## config.mk

```make
export PLATFORM = sky130hd
export DESIGN_NAME = adc733_seq_ctrl
export DESIGN_NICKNAME = d
export VERILOG_FILES = /design/src/rtl/adc733_seq_ctrl.sv
export SDC_FILE = /design/constraint.sdc
export NUM_CORES = 1
export LEC_CHECK = 0
export BUFFER_PORTS_ARGS = -buffer_cell sky130_fd_sc_hd__buf_4
export CORE_ASPECT_RATIO = 0.7
export CORE_MARGIN = 4
export CORE_UTILIZATION = 60
export DETAILED_ROUTE_END_ITERATION = 6
export PLACE_DENSITY = 0.79
export SYNTH_ARGS = -nofsm -noshare
export SYNTH_HDL_FRONTEND = slang
export SYNTH_SLANG_ARGS = --single-unit
```

## constraint.sdc

```tcl
create_clock -name clk -period 13.56 [get_ports clk]
set_input_delay 0 -clock clk [delete_from_list [all_inputs] [get_ports clk]]
set_output_delay 0 -clock clk [all_outputs]
set_load 0.05 [all_outputs]
```

## src/rtl/adc733_seq_ctrl.sv

```systemverilog
// ADC733 serial-port sequencer: plays out the register table after a one-shot sync,
// then collects per-channel samples into a bank and flags completed frames.
module adc733_seq_ctrl #(
    parameter int NUM_REGS = 8,
    parameter int NUM_CH   = 6,
    parameter int DW       = 16,
    parameter int TIMEOUT  = 4096
) (
    input  logic          clk,
    input  logic          rst,
    input  logic          cfg_we,
    input  logic [3:0]    cfg_addr,
    input  logic [DW-1:0] cfg_wdata,
    input  logic          start,
    input  logic          abort,
    output logic          sync,
    output logic [DW-1:0] control_word,
    input  logic          word_sent,
    input  logic          rd_en,
    input  logic [2:0]    channel,
    input  logic [DW-1:0] captured_data,
    input  logic [2:0]    rd_ch,
    output logic [DW-1:0] rd_data,
    output logic          frame_valid,
    output logic [15:0]   frame_cnt,
    output logic          cfg_done,
    output logic          busy,
    output logic [1:0]    err
);

    // Handshake: start, abort, word_sent and rd_en are single-cycle pulses, sampled
    // on the rising edge they are high; consecutive-cycle pulses count separately.
    // channel/captured_data are qualified by rd_en only. sync and frame_valid are
    // single-cycle pulses produced from registers.

    localparam int TW = $clog2(TIMEOUT);

    localparam logic [2:0] S_IDLE = 3'd0;
    localparam logic [2:0] S_ARM  = 3'd1;
    localparam logic [2:0] S_CFG  = 3'd2;
    localparam logic [2:0] S_RUN  = 3'd3;
    localparam logic [2:0] S_ERR  = 3'd4;

    localparam logic [3:0]    LAST_IDX = 4'(NUM_REGS);
    localparam logic [2:0]    CH_LIM   = 3'(NUM_CH);
    localparam logic [TW-1:0] TO_LAST  = TW'(TIMEOUT - 1);
    localparam logic [TW-1:0] TO_ONE   = TW'(1);

    logic [2:0]        state;
    logic [3:0]        word_idx;
    logic [TW-1:0]     to_cnt;
    logic [NUM_CH-1:0] seen;
    logic [DW-1:0]     cfg_table [0:NUM_REGS];
    logic [DW-1:0]     bank      [0:NUM_CH-1];

    logic [3:0]        load_idx;
    logic [DW-1:0]     load_word;
    logic              ch_ok;
    logic              store_en;
    logic [NUM_CH-1:0] ch_onehot;
    logic [NUM_CH-1:0] seen_next;

    assign busy     = (state != S_IDLE);
    assign cfg_done = (state == S_RUN);

    assign ch_ok     = (channel < CH_LIM);
    assign store_en  = (state == S_RUN) && rd_en && !abort && ch_ok;
    assign ch_onehot = {{(NUM_CH-1){1'b0}}, 1'b1} << channel;
    assign seen_next = seen | ch_onehot;

    // Index of the word that control_word should hold after this edge.
    always_comb begin
        load_idx = word_idx;
        if (state == S_ARM) begin
            load_idx = 4'd0;
        end else if ((state == S_CFG) && word_sent && (word_idx != LAST_IDX)) begin
            load_idx = word_idx + 4'd1;
        end
    end

    // A same-cycle table write is forwarded so the new word shows up one cycle later.
    always_comb begin
        load_word = cfg_table[load_idx];
        if (cfg_we && (cfg_addr == load_idx)) begin
            load_word = cfg_wdata;
        end
    end

    always_ff @(posedge clk or posedge rst) begin
        if (rst) begin
            for (int i = 0; i <= NUM_REGS; i++) begin
                cfg_table[i] <= '0;
            end
        end else if (cfg_we && (cfg_addr <= LAST_IDX)) begin
            cfg_table[cfg_addr] <= cfg_wdata;
        end
    end

    always_ff @(posedge clk or posedge rst) begin
        if (rst) begin
            control_word <= '0;
        end else if (!abort && ((state == S_ARM) || (state == S_CFG) || (state == S_RUN))) begin
            control_word <= load_word;
        end
    end

    always_ff @(posedge clk or posedge rst) begin
        if (rst) begin
            for (int i = 0; i < NUM_CH; i++) begin
                bank[i] <= '0;
            end
        end else if (store_en) begin
            bank[channel] <= captured_data;
        end
    end

    always_ff @(posedge clk or posedge rst) begin
        if (rst) begin
            rd_data <= '0;
        end else if (rd_ch < CH_LIM) begin
            rd_data <= bank[rd_ch];
        end else begin
            rd_data <= '0;
        end
    end

    always_ff @(posedge clk or posedge rst) begin
        if (rst) begin
            state       <= S_IDLE;
            word_idx    <= '0;
            to_cnt      <= '0;
            seen        <= '0;
            sync        <= 1'b0;
            frame_valid <= 1'b0;
            frame_cnt   <= '0;
            err         <= '0;
        end else begin
            sync        <= 1'b0;
            frame_valid <= 1'b0;
            if (abort) begin
                state    <= S_IDLE;
                word_idx <= '0;
                to_cnt   <= '0;
                seen     <= '0;
                err      <= '0;
            end else begin
                case (state)
                    S_IDLE: begin
                        if (start) begin
                            state    <= S_ARM;
                            word_idx <= '0;
                            to_cnt   <= '0;
                            sync     <= 1'b1;
                        end
                    end
                    S_ARM: begin
                        state  <= S_CFG;
                        to_cnt <= '0;
                    end
                    S_CFG: begin
                        if (word_sent) begin
                            to_cnt <= '0;
                            if (word_idx == LAST_IDX) begin
                                state <= S_RUN;
                                seen  <= '0;
                            end else begin
                                word_idx <= word_idx + 4'd1;
                            end
                        end else if (to_cnt == TO_LAST) begin
                            state  <= S_ERR;
                            err[0] <= 1'b1;
                        end else begin
                            to_cnt <= to_cnt + TO_ONE;
                        end
                    end
                    S_RUN: begin
                        if (rd_en) begin
                            to_cnt <= '0;
                            if (!ch_ok) begin
                                err[1] <= 1'b1;
                            end else if (&seen_next) begin
                                // Completing sample is already in the bank; next rd_en opens a new frame.
                                seen        <= '0;
                                frame_valid <= 1'b1;
                                frame_cnt   <= frame_cnt + 16'd1;
                            end else begin
                                seen <= seen_next;
                            end
                        end else if (to_cnt == TO_LAST) begin
                            state  <= S_ERR;
                            err[0] <= 1'b1;
                        end else begin
                            to_cnt <= to_cnt + TO_ONE;
                        end
                    end
                    S_ERR: begin
                        state <= S_ERR;
                    end
                    default: begin
                        state <= S_IDLE;
                    end
                endcase
            end
        end
    end

endmodule
```

==> reports/qor.yml, run 1 <==
p_sw_share_pct: 27.1
synth_area_um2: 14600
pwr-share-seq_pct: 46.4
fin_nets: 1305
yosysWarningCount: 0
first_pass_iters: 6
drive_gt1_share_pct: 35.1
postSynthCellCount: 1137
setup_viol: 0
clk_pin_slew_ns: 0.07
slowest_delay_ns: 1.03
overflow: 0
numPortBuffers: 102
cts-resized-gates: 0
clock_sinks: 317
path_cells: "and4bb_1 > o21ai_4 > a21oi_4 > xnor2_1 > nor4_4 > a21oi_1 > a21oi_1"
cts_inserted_buffers: 30
ir_drop_v: 0.000118
n_fill_cell: 1650
leakage_uw: 0.00795
synth_top_area_share_pct: 54.5
grt_pass1_vias: 9843
slew_violations: 0
arrival_ns: 4.30
synthTopCellsByArea: "dfrtp_1, mux2_2, mux2i_1"
via_count: 9702
worstSetupPathType: "reg -> reg"
drc: 0
initial_utilization_pct: 61.3
gp_congestion: 0.874
ioPinCount: 103
tightest_slew_ns: 1.15
grt_max_degree: 173
critPathMaxFanout: 24
cap_violations: 0
combPwrFrac_pct: 17.4
critPathRequiredTime_ns: 14.03
crit_path_start_kind: "flop"
worst_clock_skew_ns: 0.00684
utilization_pct: 71.9
fmax_mhz: 261
synth_edf_count: 0
crit_slowest_cell: "nor4_4"
postLayoutCellArea_um2: 17100
cts.path.max_buffers: 3
drt-vias-per-instance: 6.09
row_count: 47
finalHoldViolations: 0
min_period_over_period_pct: 28.2
dieArea_um2: 26900
cts_tree: "yes"
die_h_um: 138
setup-tns-final_ns: 0
yosys.area.top_type: "dfrtp_1"
grt_antenna_before_repair: 1
drt_wl_total_um: 32600
die_width_um: 194
p_clk_share_pct: 36.2
root_buffer: "clkbuf_16"
place_area_um2: 15600
postSynthAreaPerCell_um2: 12.8
clock_latency_ns: 0.56
power_density_nw_per_um2: 146
end_kind: "flop"
syn_to_final_growth_pct: 17.3
status: "complete, no violations"
synthesis.nets: 1190
path_common_cell: "a21oi_1"
ys_types: 63
p_switching_uw: 677
dp_hpwl_um: 20300
ys.flop_type: "dfrtp_1"
finalWorstPathRequiredPeriod_ns: 3.83
relSlewSlack_pct: 23.0
grt_setup_unrepaired: "false"
core_region_area_um2: 23800
htree_levels: 1
grt_pass1_wl_um: 53600
synth.most_common_cell: "dfrtp_1"
ant_nets: 0
routedWlPerCell_um: 20.5
synth_seq_area_share_pct: 54.5
power.total_uw: 2500
ys_ff_latch: 317
track_usage_pct: 24.2
intPower_uw: 1820
drt_iter0_drc: 1001
netlist_top_cells_count: "dfrtp_1, mux2_2, mux2i_1"
async_flop_share_pct: 100
hold_class: "in -> reg"
==> placed cells by master, fill, tap and decap left out, types with 6 or more instances in the layout <==
cell           Yosys  final
clkbuf_16          0     30
nand2_1           55     55
a221oi_1           8      8
xor2_1             6      6
inv_1             29     28
a31oi_1           17     17
dlygate4sd3_1      0     42
mux2i_1           81     81
nor2_1            42     41
dfrtp_1          317    317
xnor2_1           14     14
and3_1            13     13
a32oi_1            9      9
mux4_2            16     16
mux2_2           242    242
nor2b_1            7      7
nand3_1           30     30
buf_4              2    115
o21ai_0           19     19
o22ai_1           17     17
clkbuf_8           0      8
a21oi_1           55     55
==> state kept, by name (all words and copies together) (netlist names) <==
| signal | flops |
|---|---|
| bank | 96 |
| cfg_table | 144 |
| control_word | 16 |
| err | 2 |
| frame_cnt | 16 |
| frame_valid | 1 |
| rd_data | 16 |
| seen | 6 |
| state | 3 |
| sync | 1 |
| to_cnt | 12 |
| word_idx | 4 |
==> cells by family (layout without fill, tap and decap cells) <==
kind of cell	after synthesis	count (layout)	share of synthesized area, %
buf+inv	104	242	3.01
other cells	0	1	0
flops	317	317	54.5
xor+xnor	21	21	1.31
mux	341	341	26.9
fa+ha+maj	4	4	0.344
compound gates	154	154	6.95
simple gates	196	196	6.99
==> metal layers <==
| metal | part of all wire, % | global-route usage (%) | vias to the layer above |
|---|---|---|---|
| li1 | - | - | 4383 |
| met1 | 47 | 37.2 | 4976 |
| met2 | 45 | 37.2 | 288 |
| met3 | 5.5 | 3.70 | 55 |
| met4 | 2.0 | 5.14 | 0 |
| met5 | 0 | 0 | - |
==> worst max-delay path, delay by kind of cell, from the launching register on <==
kind,cells,cell delay (ns)
AO/OA/AOI/OAI,4,1.44
flip-flops,1,0.61
XOR/XNOR,1,0.27
AND/OR/NAND/NOR,2,1.40
==> repair_timing <==
item	CTS	global route
hold endpoints to repair	435	0
setup buffers	0	0
hold buffers	42	0
setup endpoints to repair	0	0
==> worst paths after layout <==
path | startpoint | endpoint | slack, ns | depth (start not counted)
worst max-delay path | state[1]$_DFFE_PP0P_ | control_word[13]$_DFFE_PP0P_ | 9.73 | 7
worst min-delay path | cfg_addr[1] | control_word[0]$_DFFE_PP0P_ | 0.08 | 5
worst max register to register | state[1]$_DFFE_PP0P_ | control_word[13]$_DFFE_PP0P_ | 9.73 | 7
worst min register to register | frame_cnt[15]$_DFFE_PP0P_ | frame_cnt[15]$_DFFE_PP0P_ | 0.47 | 1
max in group asynchronous | rst | cfg_table[23]$_DFFE_PP0P_ | 11.99 | 4
min in group asynchronous | rst | bank[5]$_DFFE_PP0P_ | 0.18 | 3
==> metrics by stage <==
stage / instances / hold slack [ns] / setup WS, ns
after floorplan: 1137 / 0.151 / 4.79
after global routing: 1594 / 0.107 / 9.62
after detailed placement: 1496 / 0.280 / 9.81
final: 1594 / 0.0823 / 9.73
after CTS: 1593 / 0.0578 / 9.82
after global placement: 1496 / 0.267 / 10.05
==> power groups by stage <==
stage	registers, µW	clock network [µW]	logic, µW
after floorplan	1220	0	247
after global placement	1170	0	411
after detailed placement	1180	0	424
after CTS	1160	924	435
after global routing	1180	965	471
final	1160	906	434
==> layout make-up <==
| cell class | instances | area [µm²] | share of cell area [%] |
|---|---|---|---|
| Timing Repair Buffer | 158 | 1300 | 7.63 |
| Inverter | 29 | 116 | 0.681 |
| Clock buffer | 41 | 872 | 5.10 |
| Tap cell | 318 | 398 | 2.33 |
| Clock inverter | 14 | 219 | 1.28 |
| Multi-Input combinational cell | 716 | 6240 | 36.5 |
| Antenna cell | 1 | 2.50 | 0.0146 |
| Sequential cell | 317 | 7930 | 46.4 |
No activity file was read; power rests on OpenSTA's default activity.
==> run 2: changes to the inputs <==
CORE_UTILIZATION = 55   (was 60)
PLACE_DENSITY = 0.77   (was 0.79)
clock period = 3.5 ns   (was 13.56 ns; I/O delays follow)
==> run 2 against run 1 <==
Effect of this change:
- first-iteration DRC count fell by 18%
- sequential share of layout area is 0.35 points lower
- register-to-register slack got worse by 9.5 ns
- core utilization decreased by 5.4 points
- global-route usage shrank 0.95 points
- critical endpoint is now control_word[4]$_DFFE_PP0P_
==> reports/qor.yml, run 2 (synthesis gave the netlist of run 1 again) <==
final_cell_mix: "dfrtp_1, mux2_2, buf_4, mux2i_1"
slew_violations: 0  # unchanged
setup_viol: 0  # unchanged
root_buffer: "clkbuf_16"
drt_wl_total_um: 34100  # +4.6%
n_fill_cell: 1874  # +14%
cts.path.max_buffers: 3  # unchanged
grt_max_degree: 99  # -43%
finalHoldViolations: 0  # unchanged
first_pass_iters: 5  # -1
htree_levels: 1  # unchanged
grt_setup_unrepaired: "false"
cts_inserted_buffers: 31  # +3.3%
track_usage_pct: 23.2  # -0.95 points
end_kind: "flop"
ant_nets: 0  # unchanged
hold_start: "cfg_we"
clock_sinks: 317  # unchanged
met2_length_um: 15000  # +1.1%
cts-resized-gates: 0  # unchanged
min_period_over_period_pct: 92.1  # +64 points
row_count: 49  # +4.3%
grt_pass1_vias: 9858  # +0.15%
syn_to_final_growth_pct: 18.2
top_layer_used: "met4"
clk_pin_slew_ns: 0.06  # about the same
r2r_setup_slack_ns: 0.28  # -9.45 ns
drive_gt1_share_pct: 35.5  # +0.37 points
largest_reg_flops: 144  # unchanged
drt-vias-per-instance: 5.96  # -2.2%
multi_input_area_um2: 6240  # about the same
fmax_mhz: 310  # +19%
worstSetupPathType: "reg -> reg"
r2r-end: "control_word[4]$_DFFE_PP0P_"
worst_clock_skew_ns: 0.0144  # +0.00759 ns
cts_setup_buffers: 0  # unchanged
arrival_ns: 3.65  # -0.65 ns
wl_met3_um: 2050  # +14%
dp_hpwl_um: 21600  # +6.2%
grt_pass1_wl_um: 54900  # +2.4%
min_path_cells: 5  # unchanged
seq_area_um2: 7930  # unchanged
drc: 0  # unchanged
finalWorstPathRequiredPeriod_ns: 3.22  # -0.606 ns
via_count: 9797  # +0.98%
power_density_nw_per_um2: 562  # +280%
overflow: 0  # unchanged
m1WireLength_um: 16200  # +5.4%
relSlewSlack_pct: 16.4  # -6.6 points
r2r_start: "word_idx[0]$_DFFE_PP0P_"
setup-tns-final_ns: 0  # unchanged
drt_iter0_drc: 818  # -18%
gp_congestion: 0.869  # -0.50%
ir_drop_v: 0.000358  # +200%
clock_latency_ns: 0.56  # about the same
tightest_slew_ns: 1.25  # +0.0960 ns
critPathRequiredTime_ns: 3.93  # -10.10 ns
reg2regPathDepth: 9  # +2
dieArea_um2: 29200  # +8.6%
hold_end: "control_word[0]$_DFFE_PP0P_"
numPortBuffers: 102  # unchanged
power.total_uw: 9680  # +290%
crit_path_start_kind: "flop"
final_common_cell: "dfrtp_1"
die_width_um: 203  # +4.3%
cap_violations: 0  # unchanged
ioPinCount: 103  # unchanged
leakage_uw: 0.00799  # +0.55%
status: "complete, no violations"
top_regs: "cfg_table: 144 flops, bank: 96 flops"
die_h_um: 144  # +4.2%
largest-register: "cfg_table"
holdBufCountCts: 43  # +2.4%
fin_nets: 1316  # +0.84%
cts_tree: "yes"
routedWlPerCell_um: 20.7  # +1.4%
core_region_area_um2: 25900  # +8.9%
initial_utilization_pct: 56.3  # -5.0 points
hold_class: "in -> reg"
critPathMaxFanout: 26  # +8.3%
grt_antenna_before_repair: 1  # unchanged
## run 2: changes by cell type in the layout (fill, tap and decap cells not counted), moves of 2 or more
cell,change
clkinv_2,+2
clkbuf_1,+3
buf_12,+3
buf_4,+6
inv_6,+2
bufinv_16,-2
clkinv_4,-2
## run 2: layer usage
metal | vias up | GRT usage (%)
met1 | 4995 | 35.4
met3 | 78 | 4.08
met4 | 0 | 6.50
met5 | - | 0
met2 | 311 | 34.9
li1 | 4413 | -
## run 2: area by class of cell
class | count | area share [%]
Tap cell | 357 | 2.59
Inverter | 29 | 0.654
Multi-Input combinational cell | 716 | 36.3
Timing Repair Buffer | 168 | 8.24
Clock buffer | 46 | 5.36
Clock inverter | 11 | 0.799
Sequential cell | 317 | 46.1
Antenna cell | 1 | 0.0145
## run 2: how the worst max path moves through the flow
stage | start | endpoint | slack [ns]
floorplan | rst | bank[0]$_DFFE_PP0P_ | -0.72
global placement | word_idx[0]$_DFFE_PP0P_ | control_word[10]$_DFFE_PP0P_ | 0.45
global route | state[1]$_DFFE_PP0P_ | control_word[10]$_DFFE_PP0P_ | 0.15
detailed placement | word_idx[0]$_DFFE_PP0P_ | control_word[14]$_DFFE_PP0P_ | 0.36
CTS | word_idx[0]$_DFFE_PP0P_ | control_word[14]$_DFFE_PP0P_ | 0.33
finish | word_idx[0]$_DFFE_PP0P_ | control_word[4]$_DFFE_PP0P_ | 0.28
## run 2: per-stage QoR
step,hold WS (ns),instances,area (µm²),setup WS (ns),util [%]
6_report,0.0680,1645,17200,0.278,66.5
5_1_grt,0.0714,1645,17200,0.151,66.5
4_1_cts,0.0295,1644,17200,0.329,66.5
3_5_place_dp,-0.00484,1544,15700,0.355,60.8
3_3_place_gp,0.00120,1544,15700,0.452,60.8
2_1_floorplan,0.151,1137,14600,-0.725,-
## run 2: power by group
| part | switching, µW | internal (µW) | total (µW) |
|---|---|---|---|
| registers | 308 | 4190 | 4500 |
| logic | 952 | 770 | 1720 |
| clock network | 1420 | 2040 | 3460 |
## run 2: critical path: stages (launching register included)
cell and delay, ns:
dfrtp_1 0.44, inv_1 0.15, ha_1 0.20, nand2_2 0.09
o21ai_4 0.31, mux2_4 0.52, xnor2_2 0.22, or4_1 0.84
o2111ai_1 0.21, a21oi_1 0.09
